$ cat src/rtl/mem_acc_pkg.sv
// mem_acc_pkg: size codes, FSM states and alignment check shared by the memory access unit.
package mem_acc_pkg;
  typedef enum logic [1:0] {SIZE_BYTE = 2'b00, SIZE_HALF = 2'b01, SIZE_WORD = 2'b10, SIZE_RSVD = 2'b11} size_e;
  typedef enum logic [1:0] {ST_IDLE, ST_RD, ST_WR, ST_RESP} state_e;
  function automatic logic misaligned(input logic [1:0] size, input logic [1:0] off);
    return (size == SIZE_HALF && off[0]) || (size == SIZE_WORD && off != 2'b00) || size == SIZE_RSVD;
  endfunction
endpackage

$ cat src/rtl/mem_lane_align.sv
// mem_lane_align: little-endian lane extract/extend for loads and lane merge for stores.
module mem_lane_align import mem_acc_pkg::*; #(
  parameter int WIDTH = 32
) (
  input  logic [1:0]       size,
  input  logic             sgn,
  input  logic [1:0]       off,
  input  logic [WIDTH-1:0] word,
  input  logic [WIDTH-1:0] wdata,
  output logic [WIDTH-1:0] load_data,
  output logic [WIDTH-1:0] store_word
);
  logic [4:0] sh;
  logic [WIDTH-1:0] shifted, mask;
  assign sh = {off, 3'b000};
  always_comb begin
    shifted = word >> sh;
    load_data = size == SIZE_BYTE ? {{24{sgn & shifted[7]}}, shifted[7:0]} :
                size == SIZE_HALF ? {{16{sgn & shifted[15]}}, shifted[15:0]} : word;
    mask = (size == SIZE_BYTE ? 32'h0000_00FF : size == SIZE_HALF ? 32'h0000_FFFF : 32'hFFFF_FFFF) << sh;
    store_word = (word & ~mask) | ((wdata << sh) & mask);
  end
endmodule

$ cat src/rtl/mem_access_unit.sv
// mem_access_unit: MEM-stage load/store engine; sub-word stores run read-modify-write.
// Define MEM_ACC_RANGE_CHECK_EN to flag word indices >= MEM_DEPTH as errors.
module mem_access_unit import mem_acc_pkg::*; #(
  parameter int WIDTH      = 32,
  parameter int ADDR_WIDTH = 32,
  parameter int MEM_DEPTH  = 63
) (
  input  logic                  clock,
  input  logic                  reset,
  input  logic                  req_valid,
  output logic                  req_ready,
  input  logic                  req_we,
  input  logic [1:0]            req_size,
  input  logic                  req_signed,
  input  logic [ADDR_WIDTH-1:0] req_addr,
  input  logic [WIDTH-1:0]      req_wdata,
  output logic                  resp_valid,
  input  logic                  resp_ready,
  output logic [WIDTH-1:0]      resp_rdata,
  output logic                  resp_err,
  output logic [ADDR_WIDTH-1:0] mem_addr,
  output logic [WIDTH-1:0]      mem_w_data,
  output logic                  mem_w_en,
  output logic                  mem_r_en,
  input  logic [WIDTH-1:0]      mem_r_data
);
  state_e state, next;
  logic we_q, sgn_q, err_q, req_err;
  logic [1:0] size_q;
  logic [ADDR_WIDTH-1:0] addr_q;
  logic [WIDTH-1:0] wdata_q, wbuf_q, rdata_q, load_data, store_word;
`ifdef MEM_ACC_RANGE_CHECK_EN
  assign req_err = misaligned(req_size, req_addr[1:0]) || (req_addr >> 2) >= ADDR_WIDTH'(MEM_DEPTH);
`else
  assign req_err = misaligned(req_size, req_addr[1:0]);
`endif
  mem_lane_align #(.WIDTH(WIDTH)) u_align (
    .size(size_q), .sgn(sgn_q), .off(addr_q[1:0]), .word(mem_r_data),
    .wdata(wdata_q), .load_data(load_data), .store_word(store_word)
  );
  always_ff @(posedge clock or posedge reset)
    if (reset) state <= ST_IDLE;
    else state <= next;
  always_comb begin
    next = state;
    unique case (state)
      ST_IDLE: if (req_valid) next = req_err ? ST_RESP : (req_we && req_size == SIZE_WORD) ? ST_WR : ST_RD;
      ST_RD:   next = we_q ? ST_WR : ST_RESP;
      ST_WR:   next = ST_RESP;
      ST_RESP: if (resp_ready) next = ST_IDLE;
    endcase
    req_ready = state == ST_IDLE;
    resp_valid = state == ST_RESP;
    mem_r_en = state == ST_RD;
    mem_w_en = state == ST_WR;
    mem_addr = (mem_r_en || mem_w_en) ? addr_q >> 2 : '0;
    mem_w_data = mem_w_en ? wbuf_q : '0;
    resp_rdata = resp_valid ? rdata_q : '0;
    resp_err = resp_valid & err_q;
  end
  // Word stores skip RD, so wbuf starts as the raw store data; RD overwrites it with the merged word.
  always_ff @(posedge clock or posedge reset)
    if (reset) begin
      we_q <= 1'b0;
      sgn_q <= 1'b0;
      err_q <= 1'b0;
      size_q <= 2'b00;
      addr_q <= '0;
      wdata_q <= '0;
      wbuf_q <= '0;
      rdata_q <= '0;
    end else begin
      case (state)
        ST_IDLE: if (req_valid) begin
          we_q <= req_we;
          sgn_q <= req_signed;
          err_q <= req_err;
          size_q <= req_size;
          addr_q <= req_addr;
          wdata_q <= req_wdata;
          wbuf_q <= req_wdata;
          rdata_q <= '0;
        end
        ST_RD: if (we_q) wbuf_q <= store_word;
               else rdata_q <= load_data;
        default: ;
      endcase
    end
endmodule
$ cat config.mk
export PLATFORM = sky130hd
export DESIGN_NAME = mem_access_unit
export DESIGN_NICKNAME = d
export VERILOG_FILES = /design/src/rtl/mem_acc_pkg.sv /design/src/rtl/mem_lane_align.sv /design/src/rtl/mem_access_unit.sv
export SDC_FILE = /design/constraint.sdc
export NUM_CORES = 1
export LEC_CHECK = 0
export CAP_MARGIN = 10
export CORE_UTILIZATION = 37
export DETAILED_ROUTE_END_ITERATION = 10
export SETUP_SLACK_MARGIN = 0.3
export SYNTH_ARGS = -nofsm -noshare
export SYNTH_HDL_FRONTEND = slang
export SYNTH_SLANG_ARGS = --single-unit
$ cat constraint.sdc
create_clock -name clock -period 7.6 [get_ports clock]
set_input_delay 1.52 -clock clock [delete_from_list [all_inputs] [get_ports clock]]
set_output_delay 1.52 -clock clock [all_outputs]
set_load 0.005 [all_outputs]
==> summary.md, run 1 <==
| Metric | Value |
|---|---|
| Core Rows | 50 |
| Slew @ Worst Pin | around 1.2 ns |
| Fmax | approximately 0.25 GHz |
| Placement Cell Area | about 9400 µm² |
| Top cell type's share of synthesized area | 0.4654 |
| Seq/Total Area, Yosys | 0.4654 |
| Pre-antenna DRT Iters | 5 |
| Largest net degree at the start of global routing | 72 |
| Post-Synth XOR/XNOR Area | 0 |
| Critical Path RT | 6.08 ns |
| Yosys cell types | 45 |
| Fin crit period | between 4 and 5 ns |
| Buf/Inv on CP | 2 |
| Initial drt markers | 550 |
| Share of cells above drive strength 1 | 0.1337 |
| Worst hold stages | 2 |
| Hold Violations, Final | 0 |
| Synth Cell Area | 7259 µm² |
| Max-cap violation count | 0 |
| Final setup TNS | 0 ns |
| Clk pwr share | 0.197 |
| CTS Buffer Depth | 2 |
| First-pass GRT wire length | 36630 µm |
| Net Sw Frac | 0.3797 |
| Critical path's largest stage delay | between 0.8 and 0.9 ns |
| WL per Instance | just over 20 µm |
| Worst-path cell chain | inv_1, ha_1, and2_1, clkdlybuf4s50_1 |
| Sw Pwr | 1.676 mW |
| Clk_lat worst skew | 0.43 ns |
| Synth top area cells | dfrtp_1 (47%), mux2_2 (11%), and2_1 (8.3%) |
| Final setup violation count | 0 |
| Worst setup SP type | register |
| PD cells | 438.6 nW/µm² |
| WS Path Type | register to output pin |
| Relative slew slack | 0.1758 |
| Status | finished clean |
| Synth Area per Inst | 10.31 µm² |
| Ant diodes | 0 |
| Detail Placement HPWL | ~17000 µm |
| Logic pwr share | 0.508 |
| RSZ-0062 raised after global routing | no |
| Largest family of logic cells by synthesized area | compound AO/OA/AOI/OAI gates |
| Main synth FF type | dfrtp_1 |
| CP arrival | roughly 2.5 ns |
| Fill cell count | 1707 |
| Worst-case vdd ir drop | roughly 230 µV |
| Routed vias | 6310 |
| Crit. End Element | output pin |
| CTS root buffer | clkbuf_16 |
| Delay-heaviest family, CP | adder cells |
| Number of synthesis warnings | 0 |
| Antenna violations before repair | 0 |
| CP max FO | 34 |
| Final Max Tran Viols | 0 |
| Seq cells post-synth | between 100 and 150 |
| Leak | 4.200 nW |
| Io pins | roughly 210 |
| Hold path start | rdata_q[3] |
| Reg-to-reg endpoint | wbuf_q[16] |
| TritonCTS clock tree | done |
| Die W | 142.1 µm |
| Mux cell area share after synthesis | 0.1575 |
| Nets | 986 |
| Post-synthesis cell count | slightly above 700 |
| Post-Synth Simple-Gate Area | 0.1498 |
| Initial core utilization | 0.3830 |
| Routed Antenna Nets | 0 |
| P_int | between 2 and 3 mW |
| Die area | ~20000 µm² |
| Ys async rst share | 1.000 |
| Register-to-Register Path Depth | 7 |
| Compound-Gate Fraction of Synth Area | 0.1784 |
| IO buf count | 202 |
| Total global routing overflow | 0 |
| Die Ht | 142.1 µm |
| Routed WL | 23760 µm |
| Number of global-route vias before repair | between 6000 and 7000 |
| Residual DRC | 0 |
| Worst reg2reg setup slack | ~4.7 ns |
| Clk sinks | ~140 |
| Vias per cell | ~5.5 |
| CTS Buf Count | 17 |
| CTS Hold Bufs | 0 |
| Area Overhead vs Synth | 38.64% |
| PostCTS Resize Cnt | 0 |
| Hold Path Sink | rdata_q[3] |
| Clock transition at the registers of the reported paths | approximately 0.060 ns |
| Routability cong. | 0.8695 |
| Fin crit share | 0.5348 |
| R2r startpoint | state[1] |
| Tot GR Track Use | 0.2423 |
| Synth Area in Adders | 0.008618 |
| Sequential fraction of design power | 0.294 |
| Finished Cell Area | roughly 10000 µm² |
| Post-synth EDFFs | 0 |
| Core Region | ~19000 µm² |
| H-tree levels | 4 |
| Max Clock Skew | between 0.009 and 0.01 ns |
| Biggest area consumer among synthesized cells | dfrtp_1 |
| Worst hold path type | register to register |
| Post-CTS Setup Inserts | 0 |
| Slowest cell on crit path | ha_1 |
==> worst register-to-register path, stage by stage (launching register included) <==
cell      delay (ns)
dfrtp_1         0.42
inv_1           0.12
ha_1            0.15
buf_4           0.38
inv_1           0.51
a21oi_1         0.77
a222oi_1        0.23
a21oi_1         0.20
==> power by group through the flow <==
stage | combinational (mW) | clock (mW) | sequential, mW
2_1_floorplan | 1.43 | 0 | 1.19
3_3_place_gp | 2.20 | 0 | 1.29
3_5_place_dp | 2.24 | 0 | 1.30
4_1_cts | 2.25 | 0.887 | 1.29
5_1_grt | 2.45 | 0.919 | 1.34
6_report | 2.24 | 0.871 | 1.30
==> Yosys cell counts, types with 9 or more instances <==
| library cell | instances |
|---|---|
| a2bb2oi_1 | 9 |
| buf_2 | 9 |
| a221o_1 | 16 |
| mux2i_1 | 31 |
| clkbuf_1 | 32 |
| o21a_1 | 9 |
| buf_1 | 11 |
| a221oi_1 | 18 |
| dfrtp_1 | 135 |
| nor3_1 | 12 |
| a21o_1 | 10 |
| o21ai_0 | 43 |
| a22oi_1 | 11 |
| and2_1 | 96 |
| nand2_1 | 57 |
| a21oi_1 | 28 |
| mux2_2 | 69 |
| nor2_1 | 34 |
==> worst max-delay path by stage <==
stage                     startpoint              to  slack, ns  depth (start not counted)
after floorplan                reset       addr_q[0]       2.47                          1
after CTS                   state[0]  mem_w_data[21]       3.47                          4
final                       state[0]  mem_w_data[21]       3.54                          4
after global placement         reset       addr_q[1]       3.94                          3
after global routing        state[0]  mem_w_data[25]       3.23                          4
after detailed placement   req_valid     wdata_q[22]       3.88                          4
==> layout by cell type, fill, tap and decap left out, types with 17 or more instances in the layout <==
cell	count
clkbuf_16	17
nor2_1	33
mux2_2	69
nand2_1	56
clkdlybuf4s50_1	202
a21oi_1	28
mux2i_1	31
a221oi_1	18
dfrtp_1	134
o21ai_0	43
and2_1	96
==> cell type report <==
cell class	count	area [µm²]	area share
Clock buffer	21	480.5	0.04774
Clock inverter	11	145.1	0.01442
Inverter	8	32.53	0.003232
Tap cell	260	325.3	0.03232
Timing Repair Buffer	211	2090	0.2076
Multi-Input combinational cell	504	3612	0.3589
Sequential cell	135	3379	0.3358
==> cells by family (layout without fill, tap and decap cells) <==
group / Yosys count / in the layout
flip-flops: 135 / 135
adder cells (fa/ha/maj): 5 / 5
multiplexers: 103 / 103
AND/OR/NAND/NOR: 212 / 212
buffers and inverters: 66 / 251
other: 1 / 2
AO/OA/AOI/OAI: 182 / 182
==> stage by stage <==
step | worst slack (ns) | power, mW | util | hold WS (ns) | cells
finish | 3.535 | 4.414 | 0.5310 | 0.4681 | 1150
global route | 3.230 | 4.711 | 0.5310 | 0.4885 | 1150
CTS | 3.471 | 4.434 | 0.5310 | 0.4697 | 1150
detailed placement | 3.876 | 3.538 | 0.4980 | 0.4564 | 1118
global placement | 3.943 | 3.484 | 0.4980 | 0.4482 | 1118
floorplan | 2.469 | 2.620 | - | 0.4304 | 705
==> sequential cells by signal (all words and copies together), names as in the netlist <==
| register | flops |
|---|---|
| size_q | 2 |
| wdata_q | 32 |
| we_q | 1 |
| sgn_q | 1 |
| state | 2 |
| rdata_q | 32 |
| wbuf_q | 32 |
| addr_q | 32 |
| err_q | 1 |
==> metal layers <==
| layer | part of all wire | GRT usage |
|---|---|---|
| met1 | 0.47 | 0.3493 |
| met2 | 0.46 | 0.3728 |
| met3 | 0.058 | 0.03735 |
| met4 | 0.016 | 0.07470 |
| met5 | 0 | 0 |
No activity file was read; power rests on OpenSTA's default activity.
==> run 2: changes to the inputs <==
--- a/config.mk
+++ b/config.mk
@@ -8,6 +8,7 @@
 export CAP_MARGIN = 10
 export CORE_UTILIZATION = 37
 export DETAILED_ROUTE_END_ITERATION = 10
+export PLACE_DENSITY = 0.67
 export SETUP_SLACK_MARGIN = 0.3
 export SYNTH_ARGS = -nofsm -noshare
 export SYNTH_HDL_FRONTEND = slang
==> constraint.sdc (replaced) <==
create_clock -name clock -period 3.7 [get_ports clock]
set_input_delay 0.74 -clock clock [delete_from_list [all_inputs] [get_ports clock]]
set_output_delay 0.74 -clock clock [all_outputs]
set_load 0.005 [all_outputs]
==> run 2 against run 1 <==
  * Routed wire length is 5.0% lower
  * Clock power increased by 100%
  * First-iteration DRC count decreased by 9.5%
  * Die area unchanged
  * Hold slack got worse by 0.00083 ns
  * Global-route usage shrank 1.5 points
  * Via count fell by 0.70%
  * Clock-buffer cell count fell by 4
==> summary.md, run 2 (synthesis gave the netlist of run 1 again) <==
| Metric | Value |
|---|---|
| Leak | 4.260 nW |
| WS Path Type | register to output pin |
| Fill cell count | ~1700 |
| RSZ-0062 raised after global routing | no |
| CTS Hold Bufs | 0 |
| Area Overhead vs Synth | 40.16% |
| IO buf count | between 200 and 250 |
| Worst-case vdd ir drop | ~400 µV |
| Routed WL | 22560 µm |
| Die Ht | approximately 140 µm |
| Clk sinks | 135 |
| Pre-antenna DRT Iters | 7 |
| Initial drt markers | about 500 |
| DR top layer | met4 |
| Sw Pwr | approximately 3.4 mW |
| Max Clock Skew | ~0.014 ns |
| Tot GR Track Use | 0.2277 |
| Antenna violations before repair | 0 |
| Number of global-route vias before repair | a little under 6000 |
| Fin crit period | approximately 3.1 ns |
| Relative slew slack | 0.3908 |
| Hold Violations, Final | 0 |
| Nets | ~1000 |
| Die W | about 140 µm |
| Fin crit share | 0.8275 |
| Post-CTS Setup Inserts | 0 |
| CTS Buffer Depth | 2 |
| Critical Path RT | a little under 3 ns |
| Clock transition at the registers of the reported paths | roughly 0.060 ns |
| Register-to-Register Path Depth | 4 |
| H-tree levels | 4 |
| Final setup TNS | 0 ns |
| Net Sw Frac | 0.3769 |
| Commonest cells after routing, fill and taps aside | clkdlybuf4s50_1 (202), dfrtp_1 (134), and2_1 (96) |
| Met1 wire length | just over 10000 µm |
| Worst hold path type | register to register |
| Slew @ Worst Pin | ~0.91 ns |
| PostCTS Resize Cnt | 0 |
| Logic pwr share | 0.499 |
| Crit. End Element | output pin |
| Routability cong. | roughly 0.87 |
| Die area | ~20000 µm² |
| Worst hold stages | 2 |
| Status | finished clean |
| Total global routing overflow | 0 |
| Share of cells above drive strength 1 | 0.1413 |
| Max-cap violation count | 0 |
| CP max FO | 20 |
| Final setup violation count | 0 |
| First-pass GRT wire length | between 30000 and 40000 µm |
| CP arrival | around 2.3 ns |
| Fmax | around 0.33 GHz |
| TritonCTS clock tree | done |
| Worst setup SP type | register |
| Initial core utilization | 0.3830 |
| Leading cell type in the layout, fill and taps excluded | clkdlybuf4s50_1 |
| Clk pwr share | 0.197 |
| Total power | 9.053 mW |
| CTS root buffer | clkbuf_16 |
| Routed vias | 6266 |
| P_int | approximately 5.6 mW |
| Io pins | a little over 200 |
| CTS Buf Count | 17 |
| Largest net degree at the start of global routing | 53 |
| Core Region | ~19000 µm² |
| WL per Instance | between 15 and 20 µm |
| Vias per cell | ~5.4 |
| PD cells | around 890 nW/µm² |
| Utilization after layout | 0.5368 |
| Hold WS | 0.4673 ns |
| Core Rows | 50 |
| Final Max Tran Viols | 0 |
| Detail Placement HPWL | 16460 µm |
| DR WL met3 | approximately 1500 µm |
| Sequential fraction of design power | 0.305 |
| Clk_lat worst skew | around 0.44 ns |
| Metal2 WL | approximately 10000 µm |
| Residual DRC | 0 |
| Ant diodes | 0 |
| Routed Antenna Nets | 0 |
==> run 2: path summary, 6_finish.rpt <==
| check | from | end | slack (ns) |
|---|---|---|---|
| max | state[0] | mem_addr[5] | 0.64 |
| min | rdata_q[2] | rdata_q[2] | 0.47 |
| max reg2reg | addr_q[1] | wbuf_q[27] | 1.11 |
| min reg2reg | rdata_q[2] | rdata_q[2] | 0.47 |
| max in group asynchronous | reset | rdata_q[12] | 2.11 |
| min in group asynchronous | reset | addr_q[14] | 0.79 |
==> run 2: stage by stage <==
| stage | cells | setup WS [ns] | cell area (µm²) |
|---|---|---|---|
| after floorplan | 705 | 1.281 | 7267 |
| after global placement | 1126 | 1.046 | 9548 |
| after detailed placement | 1126 | 0.9691 | 9548 |
| after CTS | 1158 | 0.5917 | 10160 |
| after global routing | 1159 | 0.4854 | 10170 |
| final | 1159 | 0.6381 | 10170 |
==> run 2: metal layers <==
layer,vias to the layer above,GRT usage
met5,-,0
met4,0,0.07810
met2,255,0.3493
li1,2913,-
met1,3071,0.3163
met3,27,0.04980
==> run 2: worst max-delay path: stages, from the launching register on <==
cell             delay [ns]
dfrtp_1                0.39
inv_1                  0.09
ha_1                   0.49
buf_4                  0.26
and2_1                 0.15
clkdlybuf4s50_1        0.51
==> run 2: area by class of cell <==
cell class	instances	area, µm²	share of cell area
multi-input combinational	504	3610	0.3548
sequential	135	3379	0.3321
inverter	8	33.78	0.003320
timing repair buffer	220	2211	0.2173
clock inverter	15	190.2	0.01869
tap	260	325.3	0.03197
clock buffer	17	425.4	0.04181
==> run 2: power groups by stage <==
stage / sequential (mW) / clock, mW / combinational, mW
3_5_place_dp: 2.77 / 0 / 4.50
6_report: 2.76 / 1.78 / 4.51
2_1_floorplan: 2.45 / 0 / 2.93
3_3_place_gp: 2.75 / 0 / 4.45
4_1_cts: 2.75 / 1.81 / 4.54
5_1_grt: 2.84 / 1.87 / 4.93
==> run 3: changes to the inputs <==
--- a/config.mk
+++ b/config.mk
@@ -8,7 +8,6 @@
 export CAP_MARGIN = 10
 export CORE_UTILIZATION = 37
 export DETAILED_ROUTE_END_ITERATION = 10
-export PLACE_DENSITY = 0.67
 export SETUP_SLACK_MARGIN = 0.3
 export SYNTH_ARGS = -nofsm -noshare
 export SYNTH_HDL_FRONTEND = slang
==> constraint.sdc (replaced) <==
create_clock -name clock -period 2.85 [get_ports clock]
set_input_delay 0.57 -clock clock [delete_from_list [all_inputs] [get_ports clock]]
set_output_delay 0.57 -clock clock [all_outputs]
set_load 0.005 [all_outputs]
==> run 3 against run 2 <==
  * Routed wire length up 13%
  * Final cell count increased by 1.9%
  * First-iteration DRC count fell by 2.8%
  * Clock power is 27% higher
  * Largest cell class unchanged
==> summary.md, run 3 (synthesis gave the netlist of run 1 again) <==
| Metric | Value |
|---|---|
| Status | finished clean |
| Residual DRC | 0 |
| Number of global-route vias before repair | ~6500 |
| Die area | 20180 µm² |
| Commonest cells after routing, fill and taps aside | clkdlybuf4s50_1 (153), dfrtp_1 (134), and2_1 (95) |
| Leading cell type in the layout, fill and taps excluded | clkdlybuf4s50_1 |
| Relative slew slack | 0.4344 |
| CTS Buf Count | 17 |
| Die Ht | 142.1 µm |
| Fmax | roughly 0.39 GHz |
| CP arrival | roughly 2 ns |
| Delay-heaviest family, CP | buffers and inverters |
| Crit. End Element | output pin |
| Worst hold path type | register to register |
| CTS root buffer | clkbuf_16 |
| Antenna violations before repair | 0 |
| Worst setup SP type | register |
| Fin crit share | 0.8986 |
| CP max FO | 8 |
| CTS Buffer Depth | 2 |
| Top Usage Layer GRT | met2 |
| Max Clock Skew | slightly above 0.008 ns |
| IO buf count | just over 200 |
| Final setup violation count | 0 |
| Critical path's largest stage delay | ~0.44 ns |
| Total global routing overflow | 0 |
| Share of cells above drive strength 1 | 0.1683 |
| Met3 Usage GRT | 0.04845 |
| M2 GR Usage | 0.4107 |
| Pre-antenna DRT Iters | 5 |
| Final setup TNS | 0 ns |
| First-pass GRT wire length | just under 40000 µm |
| Footprint of the multi-input gates | roughly 3700 µm² |
| Critical Path RT | between 2 and 2.5 ns |
| GR Util met1 | 0.3561 |
| Detail Placement HPWL | about 18000 µm |
| Max-cap violation count | 0 |
| Clk_lat worst skew | between 0.4 and 0.5 ns |
| PD cells | 1185 nW/µm² |
| Vias per cell | between 5 and 6 |
| TritonCTS clock tree | done |
| Cell mode on critical path | buf_12 |
| Total power | 12.51 mW |
| Clock transition at the registers of the reported paths | roughly 0.06 ns |
| Routability cong. | between 0.9 and 1 |
| Routed WL | 25470 µm |
| Routed Antenna Nets | 0 |
| Initial drt markers | 484 |
| Leak | approximately 5 nW |
| Ant diodes | 0 |
| WS Path Type | register to output pin |
| Clk sinks | 135 |
| Worst-case vdd ir drop | 541.0 µV |
| CTS Hold Bufs | 0 |
| Die W | about 140 µm |
| Core Rows | 50 |
| Area Overhead vs Synth | 45.52% |
| RSZ-0062 raised after global routing | yes |
| Routed vias | 6431 |
| Sequential cell area | 3379 µm² |
| Io pins | 205 |
| Initial core utilization | 0.3830 |
| Final Max Tran Viols | 0 |
| Core Region | roughly 19000 µm² |
| Fill cell count | around 1600 |
| H-tree levels | 4 |
| WL per Instance | 21.56 µm |
| Largest net degree at the start of global routing | between 100 and 150 |
| Slowest cell on crit path | clkdlybuf4s50_1 |
| Slew @ Worst Pin | 0.8474 ns |
| Tot GR Track Use | 0.2588 |
| Buf/Inv on CP | 5 |
| Nets | ~1000 |
| Worst-path cell chain | buf_4, ha_4, buf_12, buf_12, buf_16, clkdlybuf4s50_1 |
| Fin crit period | 2.561 ns |
| Hold Violations, Final | 0 |
-- run 3: cell count changes in the layout (fill, tap and decap cells not counted), moves of 4 or more --
cell / delta
clkdlybuf4s50_1: -49
dlymetal6s2s_1: +35
buf_4: +17
dlygate4sd2_1: +14
inv_6: -4
-- run 3: final timing paths --
check / slack, ns / start / depth (start not counted) / end
min in group asynchronous: 0.69 / reset / 3 / addr_q[1]
setup reg to reg: 0.47 / state[0] / 7 / wbuf_q[18]
hold reg to reg: 0.46 / rdata_q[3] / 2 / rdata_q[3]
hold / removal: 0.46 / rdata_q[3] / 2 / rdata_q[3]
max in group asynchronous: 1.56 / reset / 3 / addr_q[31]
setup / recovery: 0.29 / state[1] / 6 / mem_w_en
-- run 3: what timing repair did --
action	4_1_cts	5_1_grt
pin swaps	1	3
cloned	3	1
endpoints found under the setup margin	95	81
resized for setup	33	38
buffers inserted	8	6
-- run 3: final cells by class --
cell class / instances / area share
sequential: 135 / 0.3199
timing repair buffer: 243 / 0.2428
clock inverter: 12 / 0.01433
tap: 260 / 0.03079
clock buffer: 19 / 0.04288
multi-input combinational: 504 / 0.3461
inverter: 8 / 0.003198
-- run 3: worst register-to-register path, cell delays in order (launching register included) --
cell      delay [ns]
dfrtp_1         0.40
buf_4           0.16
ha_1            0.28
inv_1           0.65
a21oi_1         0.14
buf_4           0.22
a221oi_1        0.28
a21oi_1         0.12
-- run 3: stage by stage --
| stage | setup slack (ns) | instances | cell area, µm² | hold slack, ns | util |
|---|---|---|---|---|---|
| 3_5_place_dp | 0.2931 | 1132 | 9568 | 0.4508 | 0.5048 |
| 3_3_place_gp | 0.3884 | 1132 | 9568 | 0.4468 | 0.5048 |
| 4_1_cts | 0.2231 | 1174 | 10380 | 0.4640 | 0.5473 |
| 2_1_floorplan | 0.6008 | 705 | 7267 | 0.4304 | - |
| 5_1_grt | 0.2227 | 1181 | 10560 | 0.4974 | 0.5573 |
| 6_report | 0.2889 | 1181 | 10560 | 0.4582 | 0.5573 |
-- run 3: routing by layer --
| layer | part of all wire | routed length [µm] | up-vias |
|---|---|---|---|
| met4 | 0.017 | 428 | 0 |
| met3 | 0.069 | 1753 | 31 |
| met5 | 0 | 0 | - |
| li1 | - | - | 2954 |
| met2 | 0.47 | 11990 | 285 |
| met1 | 0.44 | 11290 | 3161 |
-- run 3: power by group --
group	switching [mW]	total (mW)	internal [mW]
clock	0.847	2.26	1.41
combinational	3.23	6.74	3.51
sequential	0.687	3.51	2.83
